File: config.mk
export PLATFORM = sky130hd
export DESIGN_NAME = cam_capture
export DESIGN_NICKNAME = d
export VERILOG_FILES = /design/src/rtl/cam_pkg.sv /design/src/rtl/edge_det.sv /design/src/rtl/cam_capture.sv
export SDC_FILE = /design/constraint.sdc
export NUM_CORES = 1
export LEC_CHECK = 0
export BUFFER_PORTS_ARGS = -buffer_cell sky130_fd_sc_hd__buf_4
export CAP_MARGIN = 20
export CORE_AREA = 2 2 77 97
export CTS_CLUSTER_SIZE = 40
export DETAILED_ROUTE_END_ITERATION = 16
export DIE_AREA = 0 0 79 99
export HOLD_SLACK_MARGIN = 0.12
export PLACE_DENSITY_LB_ADDON = 0.12
export SLEW_MARGIN = 20
export SYNTH_ARGS = -nofsm -noshare
export SYNTH_HDL_FRONTEND = slang
export SYNTH_SLANG_ARGS = --single-unit
File: constraint.sdc
create_clock -name clk -period 3.3 [get_ports clk]
set_clock_uncertainty 0.1 [all_clocks]
set_input_delay 0.495 -clock clk [delete_from_list [all_inputs] [get_ports clk]]
set_output_delay 0.495 -clock clk [all_outputs]
set_load 0.05 [all_outputs]
File: src/rtl/cam_pkg.sv
// rtl/cam_pkg.sv - frame geometry and capture FSM encoding shared by the camera path
package cam_pkg;
    localparam int H_PIX       = 320;
    localparam int V_LINES     = 240;
    localparam int FRAME_WORDS = H_PIX * V_LINES;

    typedef enum logic [1:0] {
        IDLE   = 2'd0,
        SYNC   = 2'd1,
        ACTIVE = 2'd2,
        DONE   = 2'd3
    } state_e;
endpackage

File: src/rtl/edge_det.sv
// rtl/edge_det.sv - registered rise/fall detector for a 1-bit level already in the clk domain
module edge_det (
    input  logic clk,
    input  logic rst,
    input  logic d,
    output logic rise,
    output logic fall
);
    logic prev_q, prev_d;
    logic rise_q, rise_d;
    logic fall_q, fall_d;

    always_comb begin
        prev_d = d;
        rise_d = d & ~prev_q;
        fall_d = ~d & prev_q;
    end

    always_ff @(posedge clk) begin
        if (rst) begin
            prev_q <= 1'b0;
            rise_q <= 1'b0;
            fall_q <= 1'b0;
        end else begin
            prev_q <= prev_d;
            rise_q <= rise_d;
            fall_q <= fall_d;
        end
    end

    assign rise = rise_q;
    assign fall = fall_q;
endmodule

File: src/rtl/cam_capture.sv
// rtl/cam_capture.sv - byte-serial RGB565 camera capture into linear buffer writes
module cam_capture #(
    parameter int H_PIX   = cam_pkg::H_PIX,
    parameter int V_LINES = cam_pkg::V_LINES,
    parameter int AW      = 17,
    parameter int DW      = 16
) (
    input  logic          clk,
    input  logic          rst,
    input  logic          capture_en,
    input  logic          vsync,
    input  logic          href,
    input  logic          px_en,
    input  logic [7:0]    px_data,
    output logic [AW-1:0] addr_in,
    output logic [DW-1:0] data_in,
    output logic          regwrite,
    output logic          frame_done,
    output logic          frame_ok,
    output logic          busy
);
    import cam_pkg::*;

    localparam int NW = H_PIX * V_LINES;
    // one extra bit so a full frame count is distinguishable from address 0
    localparam int CW = AW + 1;

    logic vs_rise, vs_fall, href_fall, href_rise_unused;

    edge_det u_vs_edge (
        .clk  (clk),
        .rst  (rst),
        .d    (vsync),
        .rise (vs_rise),
        .fall (vs_fall)
    );

    edge_det u_href_edge (
        .clk  (clk),
        .rst  (rst),
        .d    (href),
        .rise (href_rise_unused),
        .fall (href_fall)
    );

    state_e          state_q, state_d;
    logic            phase_q, phase_d;
    logic [7:0]      hi_q, hi_d;
    logic [CW-1:0]   count_q, count_d;
    logic            ovf_q, ovf_d;
    logic            lerr_q, lerr_d;
    logic            wr_q, wr_d;
    logic [DW-1:0]   data_q, data_d;
    logic            done_q, done_d;
    logic            ok_q, ok_d;
    logic            busy_q, busy_d;

    always_comb begin
        state_d = state_q;
        phase_d = phase_q;
        hi_d    = hi_q;
        // the address advances in the cycle after the strobe, so addr_in holds during it
        count_d = count_q + CW'(wr_q);
        ovf_d   = ovf_q;
        lerr_d  = lerr_q;
        wr_d    = 1'b0;
        data_d  = data_q;
        done_d  = 1'b0;
        ok_d    = 1'b0;

        unique case (state_q)
            IDLE: begin
                if (capture_en && vsync) state_d = SYNC;
            end
            SYNC: begin
                if (vs_fall) begin
                    state_d = ACTIVE;
                    count_d = '0;
                    phase_d = 1'b0;
                    ovf_d   = 1'b0;
                    lerr_d  = 1'b0;
                end
            end
            ACTIVE: begin
                if (vs_rise) begin
                    state_d = DONE;
                    done_d  = 1'b1;
                    ok_d    = (count_d == CW'(NW)) && !ovf_q && !lerr_q;
                end else if (href_fall && phase_q) begin
                    lerr_d  = 1'b1;
                    phase_d = 1'b0;
                end else if (px_en && href && !vsync) begin
                    // bytes seen while vsync is high belong to blanking, so vsync wins a collision
                    if (!phase_q) begin
                        hi_d    = px_data;
                        phase_d = 1'b1;
                    end else begin
                        phase_d = 1'b0;
                        if (count_q == CW'(NW)) begin
                            ovf_d = 1'b1;
                        end else begin
                            wr_d   = 1'b1;
                            data_d = DW'({hi_q, px_data});
                        end
                    end
                end
            end
            DONE: begin
                state_d = capture_en ? SYNC : IDLE;
            end
        endcase

        busy_d = (state_d == ACTIVE);
    end

    always_ff @(posedge clk) begin
        if (rst) begin
            state_q <= IDLE;
            phase_q <= 1'b0;
            hi_q    <= '0;
            count_q <= '0;
            ovf_q   <= 1'b0;
            lerr_q  <= 1'b0;
            wr_q    <= 1'b0;
            data_q  <= '0;
            done_q  <= 1'b0;
            ok_q    <= 1'b0;
            busy_q  <= 1'b0;
        end else begin
            state_q <= state_d;
            phase_q <= phase_d;
            hi_q    <= hi_d;
            count_q <= count_d;
            ovf_q   <= ovf_d;
            lerr_q  <= lerr_d;
            wr_q    <= wr_d;
            data_q  <= data_d;
            done_q  <= done_d;
            ok_q    <= ok_d;
            busy_q  <= busy_d;
        end
    end

    assign addr_in    = count_q[AW-1:0];
    assign data_in    = data_q;
    assign regwrite   = wr_q;
    assign frame_done = done_q;
    assign frame_ok   = ok_q;
    assign busy       = busy_q;
endmodule

==> results.cfg, run 1 <==
[yosys]
yosysUniqueCellTypes = 51
synth.mux.area_fraction_pct = 3.297
synthFlopType = dfxtp_1
synth_top_cell_by_area = dfxtp_1
synth_fa_ha_area_share_pct = 2.710
synth_compound_area_share_pct = 9.801
synth_top_family_by_area = simple AND/OR/NAND/NOR gates
synth_edf_count = 0
synth_area_leaders = dfxtp_1 40%, buf_4 5.1%, nor2_1 4.9%
postSynthCellCount = 327
async_reset_ff_share_pct = 0
yosys.area_share.simple_pct = 29.31
yosysWarnings = 0
ys_seq_area_share_pct = 40.47
synth-xor-area-share_pct = 5.059
syn-num-nets = 347
synth-seq-cells = 56
syn_area_um2 = 2770
synth_top_area_share_pct = 40.47
avgSynthCellArea_um2 = 8.471

[worst_setup_path]
crit_arrival_ps = 2600
slowest_delay_ps = 460
cp_data_required_time_ps = 3410
cp_common_cell = ha_1
crit_type = reg2reg
crit_family = compound AO/OA/AOI/OAI gates
rr_worst_depth = 7
cp-start-kind = flip-flop
path_buf_inv = 0
cp_max_fo = 7
slowest_stage = a2111oi_0
worst-path-stages = 7
crit_chain = ha_1, ha_1, and2_1, nand2_1, a2111oi_0, o32ai_1, nor4b_1
endpoint_kind = flip-flop

[global_routing]
grt_pass1_vias = 2184
grt_pass1_wl_mm = 10.24
grt-ovfl-total = 0
grt_start_max_net_pins = 36
grtUsageTotal_pct = 16.29
antenna_found_initial = 0

[clocking]
clockBufferDepth = 2
cts_buffers = 5
cts-root-buf = clkbuf_8
cts_resized = 0
h-tree-depth = 2
hold_buffers = 0
cts.sinks = 56
clock_latency_ps = 310
cts_tree = yes
cts.reportedPaths.clkPinSlew_ps = 90
postCtsSetupBuffers = 0

[finish]
fillers = 734
post_route_cells_drive_above_1_share_pct = 19.25
diodes = 0
final_cell_mix = 56 x dfxtp_1, 51 x buf_4, 36 x nor2_1
layout_commonest_cell = dfxtp_1
nets = 367
synthToLayoutAreaGrowth_pct = 12.83

[drt]
viasPerCell = 5.196
drt_drc_violations_left = 0
postRouteWirelength_mm = 6.151
num_vias = 2276
ant_nets = 0
drtPass1Iterations = 4
wl_per_cell_um = 14.04
first_iter_violations = 78

[floorplanning]
dieArea_um2 = 7821
design.core.area_um2 = 6892
fp-row-count = 34
die_h_um = 99
die_w_um = 79
pin_count = 51
start_util_pct = 40.20

[power_and_ir_drop]
intPower_mw = 0.8506
comb_power_share_pct = 4.2
power.density_nw_per_um2 = 354.7
pwr-share-clk_pct = 34.3
swShare_pct = 23.28
power_switching_mw = 0.2581
peakVddDrop_uv = 242.3
pwr-share-seq_pct = 61.5
p_leak_nw = 1.208

[hold_path]
hold_path_class = in2reg
whs_path_depth = 2

[timing]
fmax_ghz = 0.4024
post-route-min-period_ps = 2485
setup_viol = 0
slew_viol_final = 0
slew_headroom_pct = 52.53
finalSetupTns_ps = 0
fin_ws_ps = 815.1
final_hold_viol_count = 0
rsz0062_at_grt = false
fin_crit_sh_pct = 75.30
worstMarginPinSlew_ps = 712.0

[placement]
hpwl_mm = 4.384
portBuffers = 50
gp_congestion = 0.8806
preCtsSetupSlack_ps = 804.2

[job]
cap_violations = 0

[status]
outcome = completed
==> synth_stat cells (2+ instances only) <==
master / number
and4_1: 3
a31oi_1: 3
inv_1: 7
nand4_1: 4
or3_1: 3
o21ai_0: 4
nor2b_1: 9
xnor2_1: 9
ha_1: 6
and2_1: 3
nor4b_1: 3
a21o_1: 2
nor3b_1: 2
dfxtp_1: 56
buf_2: 9
o22ai_1: 2
mux2i_1: 8
nand3_1: 24
and3_1: 5
nand3b_1: 2
a21oi_1: 22
buf_4: 19
nor3_1: 8
clkbuf_1: 9
a2bb2oi_1: 2
nor2_1: 36
nand2b_1: 4
nor4_1: 3
nand2_1: 32
xor2_1: 7
==> final timing paths <==
kind,from,to,slack (ps)
worst max register to register,count_q[0],frame_ok,820
worst min-delay path,href,u_href_edge.fall,260
worst max-delay path,count_q[0],frame_ok,820
worst min register to register,u_vs_edge.prev_q,u_vs_edge.rise,320
==> cells by family (layout without fill, tap and decap cells) <==
family,after synthesis,count (layout)
fa+ha+maj,6,6
buf+inv,45,66
flops,56,56
compound gates,44,44
simple gates,151,151
mux,9,9
xor+xnor,16,16
==> state kept, by name (all words and copies together), names as in the netlist, 2 cells and up <==
| signal | cells |
|---|---|
| count_q | 18 |
| hi_q | 8 |
| data_in | 16 |
| state_q | 2 |
==> cell type report <==
class / count / area [µm²] / share of cell area (%)
Inverter: 7 / 26.28 / 0.8407
Clock buffer: 5 / 68.82 / 2.202
Sequential cell: 56 / 1121 / 35.87
Tap cell: 90 / 112.6 / 3.603
Multi-Input combinational cell: 226 / 1390 / 44.48
Clock inverter: 3 / 23.77 / 0.7606
Timing Repair Buffer: 51 / 382.9 / 12.25
==> layer usage <==
| metal | part of all wire (%) | up-vias | track usage (%) |
|---|---|---|---|
| met3 | 4.3 | 13 | 3.846 |
| met4 | 2.7 | 0 | 7.427 |
| li1 | - | 1149 | - |
| met1 | 42 | 1070 | 18.84 |
| met5 | 0 | - | 0 |
| met2 | 51 | 44 | 28.16 |
==> power groups by stage <==
stage | sequential (mW) | combinational (mW) | clock, mW
finish | 0.682 | 0.0466 | 0.381
global route | 0.683 | 0.0517 | 0.428
CTS | 0.682 | 0.0472 | 0.400
detailed placement | 0.697 | 0.0470 | 0
global placement | 0.697 | 0.0468 | 0
floorplan | 0.697 | 0.0271 | 0
==> stage by stage <==
step | std cells | cell area, µm² | hold WS [ps] | util (%) | total power, mW
3_3_place_gp | 430 | 3033 | 293.3 | 44.01 | 0.7441
5_1_grt | 438 | 3126 | 252.7 | 45.35 | 1.162
6_report | 438 | 3126 | 256.8 | 45.35 | 1.109
4_1_cts | 438 | 3126 | 243.3 | 45.35 | 1.129
2_1_floorplan | 327 | 2770 | 283.5 | - | 0.7238
3_5_place_dp | 430 | 3033 | 299.2 | 44.01 | 0.7443
Power figures use the tool's default switching activity.
==> run 2: changes to the inputs <==
Settings changed: ABC_AREA set to 1, CORE_AREA 2 2 77 97 to 2 2 78 98, DIE_AREA 0 0 79 99 to 0 0 80 100.
Clock period 3.3 ns to 2.1 ns, I/O delays scaled along.
==> results.cfg, run 2 <==
[status]
outcome = completed

[placement]
gp_congestion = 0.8289
preCtsSetupSlack_ps = 176.5
hpwl_mm = 4.844
portBuffers = 50
dp_cells = 527
post_dp_cell_area_um2 = 3133

[power_and_ir_drop]
peakVddDrop_uv = 357.3
power.density_nw_per_um2 = 660.3
p_leak_nw = 1.441
totalPowerFinal_mw = 2.150

[drt]
ant_nets = 0
drtPass1Iterations = 4
wl_per_cell_um = 11.97
drt_drc_violations_left = 0
num_vias = 2527
viasPerCell = 4.715
first_iter_violations = 72
postRouteWirelength_mm = 6.414

[clocking]
cts.reportedPaths.clkPinSlew_ps = 100
cts-root-buf = clkbuf_8
clock_latency_ps = 300
h-tree-depth = 2
cts.sinks = 56
cts_tree = yes
cts_buffers = 5
clockBufferDepth = 2

[hold_path]
min_to = u_href_edge.prev_q
hold_path_class = in2reg
whs_path_depth = 2
holdCritStartpoint = rst

[timing]
timing.hold.ws_ps = 144.2
final_hold_viol_count = 0
fmax_ghz = 0.5230
slew_headroom_pct = 55.90
fin_ws_ps = 188.0
post-route-min-period_ps = 1912
finalSetupTns_ps = 0
worstMarginPinSlew_ps = 659.9
setup_viol = 0
slew_viol_final = 0
fin_crit_sh_pct = 91.05

[finish]
diodes = 0
layout_commonest_cell = nand2_1
largest_reg_flops = 18
regMostFlops = count_q
final_area_um2 = 3257
post_route_cells_drive_above_1_share_pct = 17.34
utilization_pct = 45.35
synthToLayoutAreaGrowth_pct = 15.74
nets = 464
final_cell_mix = 83 x nand2_1, 68 x nor2_1, 56 x dfxtp_1
fin_cells = 536

[worst_setup_path]
slowest_stage = dfxtp_1
rr_worst_depth = 8
crit_type = reg2reg
crit_chain = inv_1, ha_1, inv_2, or2_0, nor2_1, nand2_1, o21ai_0, a21oi_1
crit_arrival_ps = 2000
r2r_setup_slack_ps = 190
r2r_end = hi_q[7]
cp-start-kind = flip-flop
cp_data_required_time_ps = 2180
endpoint_kind = flip-flop
slowest_delay_ps = 350
r2r_start = state_q[0]
cp_max_fo = 16

[global_routing]
grt_pass1_wl_mm = 10.64
antenna_found_initial = 0
grt_start_max_net_pins = 29
grt-ovfl-total = 0
grtUsageTotal_pct = 16.73
grt_pass1_vias = 2332

[floorplanning]
die_h_um = 100
die_w_um = 80
dieArea_um2 = 8000
fp-row-count = 35
start_util_pct = 39.18
design.core.area_um2 = 7182
pin_count = 51

[yosys]
yosysMostFrequentCell = nand2_1
postSynthCellCount = 409
synth_edf_count = 0
synthTopCellsByCount = 84 x nand2_1, 69 x nor2_1, 56 x dfxtp_1
synthFlopType = dfxtp_1
async_reset_ff_share_pct = 0
synth_area_leaders = dfxtp_1 40%, nand2_1 11%, nor2_1 9.2%
synth_top_cell_by_area = dfxtp_1
ys_seq_area_share_pct = 39.84
yosysUniqueCellTypes = 27
synth_top_area_share_pct = 39.84
synth-seq-cells = 56
syn_area_um2 = 2814
syn-num-nets = 429
yosysWarnings = 0
avgSynthCellArea_um2 = 6.880

[job]
cap_violations = 0
[run 2: changes by cell type after synthesis, moves of 9 or more]
cell	change
a21oi_1	+10
inv_1	+48
nand2_1	+52
nor2_1	+33
nor2b_1	-9
o21ai_0	+13
xnor2_1	-9
[run 2: area by class of cell]
class / count / area (µm²)
Fill cell: 759 / 3925
Timing Repair Buffer: 55 / 417.9
Tap cell: 92 / 115.1
Multi-Input combinational cell: 269 / 1292
Clock buffer: 7 / 96.34
Sequential cell: 56 / 1121
Inverter: 57 / 214.0
[run 2: worst max path at each step]
stage | startpoint | endpoint | slack [ps]
2_1_floorplan | regwrite | frame_ok | 90
3_3_place_gp | count_q[0] | frame_ok | 200
3_5_place_dp | count_q[0] | frame_ok | 180
4_1_cts | count_q[0] | frame_ok | 150
5_1_grt | count_q[0] | frame_ok | -4
6_report | state_q[0] | hi_q[7] | 190
[run 2: metal layers]
metal | global-route usage, % | vias up | routed length, µm
met5 | 0 | - | 0
met4 | 5.867 | 0 | 119
met3 | 2.698 | 6 | 227
met2 | 30.64 | 48 | 3329
met1 | 19.41 | 1126 | 2737
li1 | - | 1347 | -
[run 2: logic make-up (layout without fill, tap and decap cells)]
kind of cell	count (synthesis)	after routing	share of synthesized area (%)
AO/OA/AOI/OAI	53	53	9.871
XOR/XNOR	1	1	0.3113
adder cells (fa/ha/maj)	6	6	2.668
buffers and inverters	84	119	14.50
flip-flops	56	56	39.84
AND/OR/NAND/NOR	209	209	32.81
[run 2: critical path: cells and delay by family (launching register included)]
| kind | cells | cell delay [ps] |
|---|---|---|
| simple gates | 3 | 600 |
| compound gates | 2 | 340 |
| buf+inv | 2 | 210 |
| flops | 1 | 350 |
| fa+ha+maj | 1 | 210 |
[run 2: report_power, final]
group          internal (mW)  switching, mW  leakage [nW]  total [mW]
registers               1.11         0.0393         0.453        1.15
logic                  0.131          0.247         0.938       0.378
clock network          0.295          0.332        0.0503       0.626
total                   1.53          0.618          1.44        2.15
[run 2: timing repair]
item / in CTS / in global routing
endpoints found under the hold margin: 2 / 0
endpoints found under the setup margin: 0 / 1
setup buffers: 0 / 0
hold buffers: 2 / 0
resized for setup: 0 / 3
